File: src/rtl/ram_frame_ctrl_if.sv
// Handshake and RAM-port bundle for ram_frame_ctrl; master is the controller side,
// slave is the surrounding logic (upstream source, RAM, downstream sink).
interface ram_frame_ctrl_if #(
  parameter int DW = 8,
  parameter int AW = 7
);
  logic [DW-1:0] in_data;
  logic          in_valid;
  logic          in_last;
  logic          in_ready;
  logic [AW-1:0] mem_a;
  logic [DW-1:0] mem_d;
  logic          mem_we;
  logic [DW-1:0] mem_q;
  logic [DW-1:0] out_data;
  logic          out_valid;
  logic          out_last;
  logic          out_ready;
  logic [7:0]    frame_cnt;

  modport master (
    input  in_data, in_valid, in_last, mem_q, out_ready,
    output in_ready, mem_a, mem_d, mem_we, out_data, out_valid, out_last, frame_cnt
  );

  modport slave (
    output in_data, in_valid, in_last, mem_q, out_ready,
    input  in_ready, mem_a, mem_d, mem_we, out_data, out_valid, out_last, frame_cnt
  );
endinterface

File: src/rtl/ram_frame_ctrl.sv
// Single-frame store-and-forward buffer over an external RAM: FILL writes a frame, DRAIN replays it.
// First out beat 1 cycle after DRAIN entry, then 1/cycle; out stalls on !out_ready, in_ready low while draining.
module ram_frame_ctrl #(
  parameter int DW = 8,
  parameter int AW = 7
) (
  input  logic              clk,
  input  logic              rst,
  ram_frame_ctrl_if.master  bus
);
  // len value at which one more accepted beat fills the buffer
  localparam logic [AW:0] LEN_LAST = (AW+1)'((1 << AW) - 1);

  typedef enum logic {FILL, DRAIN} state_t;

  state_t        state;
  logic [AW-1:0] wr_ptr;
  logic [AW-1:0] rd_ptr;
  logic [AW:0]   len;
  logic [AW:0]   rd_cnt;
  logic [DW-1:0] out_data;
  logic          out_valid;
  logic          out_last;
  logic [7:0]    frame_cnt;
  logic          load;
  logic          done;

  always_comb begin
    load = (state == DRAIN) && (!out_valid || bus.out_ready) && (rd_cnt < len);
    done = (state == DRAIN) && out_valid && bus.out_ready && out_last;
  end

  assign bus.in_ready  = (state == FILL) && !rst;
  assign bus.mem_we    = (state == FILL) && bus.in_valid && !rst;
  assign bus.mem_a     = (state == FILL) ? wr_ptr : rd_ptr;
  assign bus.mem_d     = bus.in_data;
  assign bus.out_data  = out_data;
  assign bus.out_valid = out_valid;
  assign bus.out_last  = out_last;
  assign bus.frame_cnt = frame_cnt;

  always_ff @(posedge clk) begin
    if (rst) begin
      state     <= FILL;
      wr_ptr    <= '0;
      rd_ptr    <= '0;
      rd_cnt    <= '0;
      len       <= '0;
      out_data  <= '0;
      out_valid <= 1'b0;
      out_last  <= 1'b0;
      frame_cnt <= '0;
    end else begin
      case (state)
        FILL: begin
          if (bus.in_valid) begin
            wr_ptr <= wr_ptr + 1'b1;
            len    <= len + 1'b1;
            if (bus.in_last || len == LEN_LAST) state <= DRAIN;
          end
        end
        DRAIN: begin
          if (done) begin
            state     <= FILL;
            frame_cnt <= frame_cnt + 1'b1;
            wr_ptr    <= '0;
            rd_ptr    <= '0;
            rd_cnt    <= '0;
            len       <= '0;
            out_valid <= 1'b0;
            out_last  <= 1'b0;
          end else if (load) begin
            out_data  <= bus.mem_q;
            out_valid <= 1'b1;
            out_last  <= (rd_cnt == len - 1'b1);
            rd_ptr    <= rd_ptr + 1'b1;
            rd_cnt    <= rd_cnt + 1'b1;
          end else if (out_valid && bus.out_ready) begin
            // accepted beat with nothing left to load behind it
            out_valid <= 1'b0;
            out_last  <= 1'b0;
          end
        end
      endcase
    end
  end
endmodule

File: src/flat_wrapper.sv
// flat-port wrapper written by rule: the top's interface ports become plain ports
module ram_frame_ctrl_flat 
#(
  parameter int DW = 8,
  parameter int AW = 7
)
  (clk, rst, bus_in_data, bus_in_valid, bus_in_last, bus_mem_q, bus_out_ready, bus_in_ready, bus_mem_a, bus_mem_d, bus_mem_we, bus_out_data, bus_out_valid, bus_out_last, bus_frame_cnt);
  ram_frame_ctrl_if #(.DW(DW), .AW(AW)) bus_i ();
  input  logic clk;
  input  logic rst;
  input wire logic [$bits(bus_i.in_data)-1:0] bus_in_data;
  input wire logic [$bits(bus_i.in_valid)-1:0] bus_in_valid;
  input wire logic [$bits(bus_i.in_last)-1:0] bus_in_last;
  input wire logic [$bits(bus_i.mem_q)-1:0] bus_mem_q;
  input wire logic [$bits(bus_i.out_ready)-1:0] bus_out_ready;
  output wire logic [$bits(bus_i.in_ready)-1:0] bus_in_ready;
  output wire logic [$bits(bus_i.mem_a)-1:0] bus_mem_a;
  output wire logic [$bits(bus_i.mem_d)-1:0] bus_mem_d;
  output wire logic [$bits(bus_i.mem_we)-1:0] bus_mem_we;
  output wire logic [$bits(bus_i.out_data)-1:0] bus_out_data;
  output wire logic [$bits(bus_i.out_valid)-1:0] bus_out_valid;
  output wire logic [$bits(bus_i.out_last)-1:0] bus_out_last;
  output wire logic [$bits(bus_i.frame_cnt)-1:0] bus_frame_cnt;
  assign bus_i.in_data = bus_in_data;
  assign bus_i.in_valid = bus_in_valid;
  assign bus_i.in_last = bus_in_last;
  assign bus_i.mem_q = bus_mem_q;
  assign bus_i.out_ready = bus_out_ready;
  assign bus_in_ready = bus_i.in_ready;
  assign bus_mem_a = bus_i.mem_a;
  assign bus_mem_d = bus_i.mem_d;
  assign bus_mem_we = bus_i.mem_we;
  assign bus_out_data = bus_i.out_data;
  assign bus_out_valid = bus_i.out_valid;
  assign bus_out_last = bus_i.out_last;
  assign bus_frame_cnt = bus_i.frame_cnt;
  ram_frame_ctrl #(.DW(DW), .AW(AW)) u_core (.clk(clk), .rst(rst), .bus(bus_i));
endmodule
File: config.mk
export PLATFORM = sky130hd
export DESIGN_NAME = ram_frame_ctrl_flat
export DESIGN_NICKNAME = d
export VERILOG_FILES = /design/src/rtl/ram_frame_ctrl_if.sv /design/src/rtl/ram_frame_ctrl.sv /design/src/flat_wrapper.sv
export SDC_FILE = /design/constraint.sdc
export NUM_CORES = 1
export LEC_CHECK = 0
export ABC_AREA = 1
export CORE_AREA = 5 5 72 74
export CTS_BUF_LIST = sky130_fd_sc_hd__clkbuf_16
export CTS_CLUSTER_DIAMETER = 200
export DETAILED_ROUTE_END_ITERATION = 6
export DIE_AREA = 0 0 77 79
export DONT_BUFFER_PORTS = 1
export MAX_ROUTING_LAYER = met4
export PLACE_DENSITY = 0.79
export SLEW_MARGIN = 20
export SYNTH_ARGS = -nofsm -noshare
export SYNTH_HDL_FRONTEND = slang
export SYNTH_SLANG_ARGS = --single-unit
File: constraint.sdc
create_clock -name clk -period 4.3 [get_ports clk]
set_input_delay 0.86 -clock clk [delete_from_list [all_inputs] [get_ports clk]]
set_output_delay 0.86 -clock clk [all_outputs]
set_load 0.1 [all_outputs]
==> results.json <==
{
  "regArea_um2": 981,
  "path_max_fanout": 18,
  "clk_latency_ns": 0.28,
  "cts_tree": "yes",
  "grt_max_degree": 19,
  "multi_input_area_um2": 1490,
  "ys_warn_count": 0,
  "syn_inst": 399,
  "synth.avg_cell_area_um2": 6.93,
  "finalSetupTns_ns": 0,
  "core.rowCount": 25,
  "die_h_um": 79,
  "critPathKind": "flop to output pin",
  "rsz0062_at_grt": "false",
  "drc": 0,
  "maxCapViolCount": 0,
  "drtIter0Drc": 129,
  "wirelength_um": 5990,
  "via_count": 2395,
  "layout-area-overhead-vs-synth_pct": 6.47,
  "worstPathRequired_ns": 3.44,
  "cts.repair.resized": 0,
  "ys_seq_area_frac": 0.355,
  "antenna_found_initial": 0,
  "nets": 429,
  "hold_viol": 0,
  "status": "complete, no violations",
  "die_w_um": 77,
  "syn-num-nets": 434,
  "post_drt_wl_per_cell_um": 13.3,
  "track_usage": 0.213,
  "post_cts_buffers": 0,
  "ios": 56,
  "port_buffers": 0,
  "synth-seq-cells": 49,
  "power.leakage_uw": 0.00123,
  "dr.pass1.iters": 4,
  "fp.coreArea_um2": 4540,
  "cts_root_buf": "clkbuf_16",
  "critical_path_buf_inv_count": 0,
  "cp.arrival_ns": 2.00,
  "start_kind": "flop",
  "clk_path_buf_depth": 2,
  "maxSlewViolCount": 0,
  "max_freq_mhz": 350,
  "fin_crit_sh": 0.665,
  "path_cells": "nand2_1, nand2_1",
  "setup_viol": 0,
  "path_clk_slew_ns": 0.06,
  "cts_buffers": 5,
  "power_density_nw_per_um2": 374,
  "clock-sinks": 49,
  "holdBufCountCts": 0,
  "syn_area_um2": 2770,
  "vdd_ir_drop_max_mv": 0.280,
  "slowest_delay_ns": 0.90,
  "antenna_cells": 0,
  "grt_pass1_vias": 2386,
  "htree_levels": 2,
  "final_util": 0.649,
  "drive_above_1_share": 0.111,
  "ant_nets": 0,
  "die-area_um2": 6080,
  "place_congestion": 0.909,
  "fin_crit_ns": 2.86,
  "fin_hold_ws_ns": 0.471,
  "start_util": 0.610,
  "slew_headroom": 0.266,
  "fill_cells": 376,
  "yosysUniqueCellTypes": 33,
  "hold_path_class": "flop to flop",
  "end_kind": "output pin",
  "worst_slew_pin_slew_ns": 1.10,
  "vias_per_cell": 5.33,
  "cpMostUsedCell": "nand2_1",
  "critPathTopFamily": "flip-flops",
  "gr-total-overflow": 0,
  "hpwl_um": 4550,
  "fin_skew_ns": 0.00726,
  "cpMaxStageDelayCell": "dfxtp_1",
  "grt_pass1_wl_um": 10500
}
layout by cell type, fill, tap and decap left out, types with 7 or more instances in the layout:
cell and count:
o21ai_1 8, o21ai_0 24, inv_1 47, ha_1 14
nor2_1 62, a21oi_2 7, dfxtp_1 49, nand2_2 7
a21oi_1 30, nand3_1 25, nand2_1 71
power by group:
group,switching (µW),total [µW],internal (µW)
logic,99.8,136,36.6
clock network,165,441,275
registers,57.5,524,467
total,323,1100,779
cell families after synthesis:
family	Yosys count	synth area share
XOR/XNOR	6	0.0190
AND/OR/NAND/NOR	184	0.297
adder cells (fa/ha/maj)	14	0.0633
AO/OA/AOI/OAI	77	0.150
buffers and inverters	69	0.116
flip-flops	49	0.355
synth_stat cells, drive strengths merged:
master / n / area, µm²
nor3b: 3 / 22.5
nor2: 65 / 260
clkbuf: 3 / 11.3
dfxtp: 49 / 981
a211oi: 3 / 22.5
o21ai: 37 / 185
inv: 50 / 190
a21oi: 37 / 208
nand3: 26 / 135
buf: 14 / 111
ha: 14 / 175
nor3: 6 / 35.0
xor2: 4 / 35.0
nand2: 79 / 322
nand4: 4 / 40.0
xnor2: 2 / 17.5
clkinv: 2 / 8.75
or2: 1 / 6.26
state kept, by name, summed over array words and instances (netlist names):
signal and count:
u_core.bus.out_valid 1, u_core.rd_ptr 7, u_core.len 8, u_core.bus.out_last 1, u_core.rd_cnt 8, u_core.bus.frame_cnt 8
u_core.wr_ptr 7, u_core.bus.out_data 8, u_core.state 1
final timing paths:
| kind | from | end | slack [ns] | depth (start not counted) |
|---|---|---|---|---|
| max | u_core.state$_SDFF_PP0_ | bus_mem_a[2] | 1.44 | 2 |
| min reg2reg | u_core.rd_ptr[4]$_SDFFE_PP0P_ | u_core.rd_ptr[4]$_SDFFE_PP0P_ | 0.47 | 2 |
| max reg2reg | u_core.len[3]$_SDFFE_PP0P_ | u_core.rd_ptr[2]$_SDFFE_PP0P_ | 2.02 | 10 |
| min | u_core.rd_ptr[4]$_SDFFE_PP0P_ | u_core.rd_ptr[4]$_SDFFE_PP0P_ | 0.47 | 2 |
cell type report:
cell class                      count  area share
Tap cell                           54      0.0229
Timing Repair Buffer                5      0.0127
Inverter                           52      0.0675
Clock inverter                      3      0.0149
Multi-Input combinational cell    281       0.506
Sequential cell                    49       0.333
Clock buffer                        5      0.0425
per-stage QoR:
stage          instances  instance area [µm²]  power, µW  setup WS (ns)
2_1_floorplan        399                 2770        683          0.696
3_3_place_gp         441                 2780        668           1.59
3_5_place_dp         441                 2780        671           1.58
4_1_cts              449                 2950       1110           1.42
5_1_grt              449                 2950       1150           1.36
6_report             449                 2950       1100           1.44
worst min-delay path, cell delays in order (launching register included):
cell     delay [ns]
dfxtp_1        0.33
inv_1          0.05
a21oi_1        0.05
per-layer routing:
metal,wire length (µm),track usage,up-vias
li1,-,-,1267
met1,2560,0.241,1074
met2,3080,0.384,44
met3,261,0.0374,10
met4,91,0.0687,0
met5,0,-,-
Note: power is estimated with default switching activity, not from simulation.
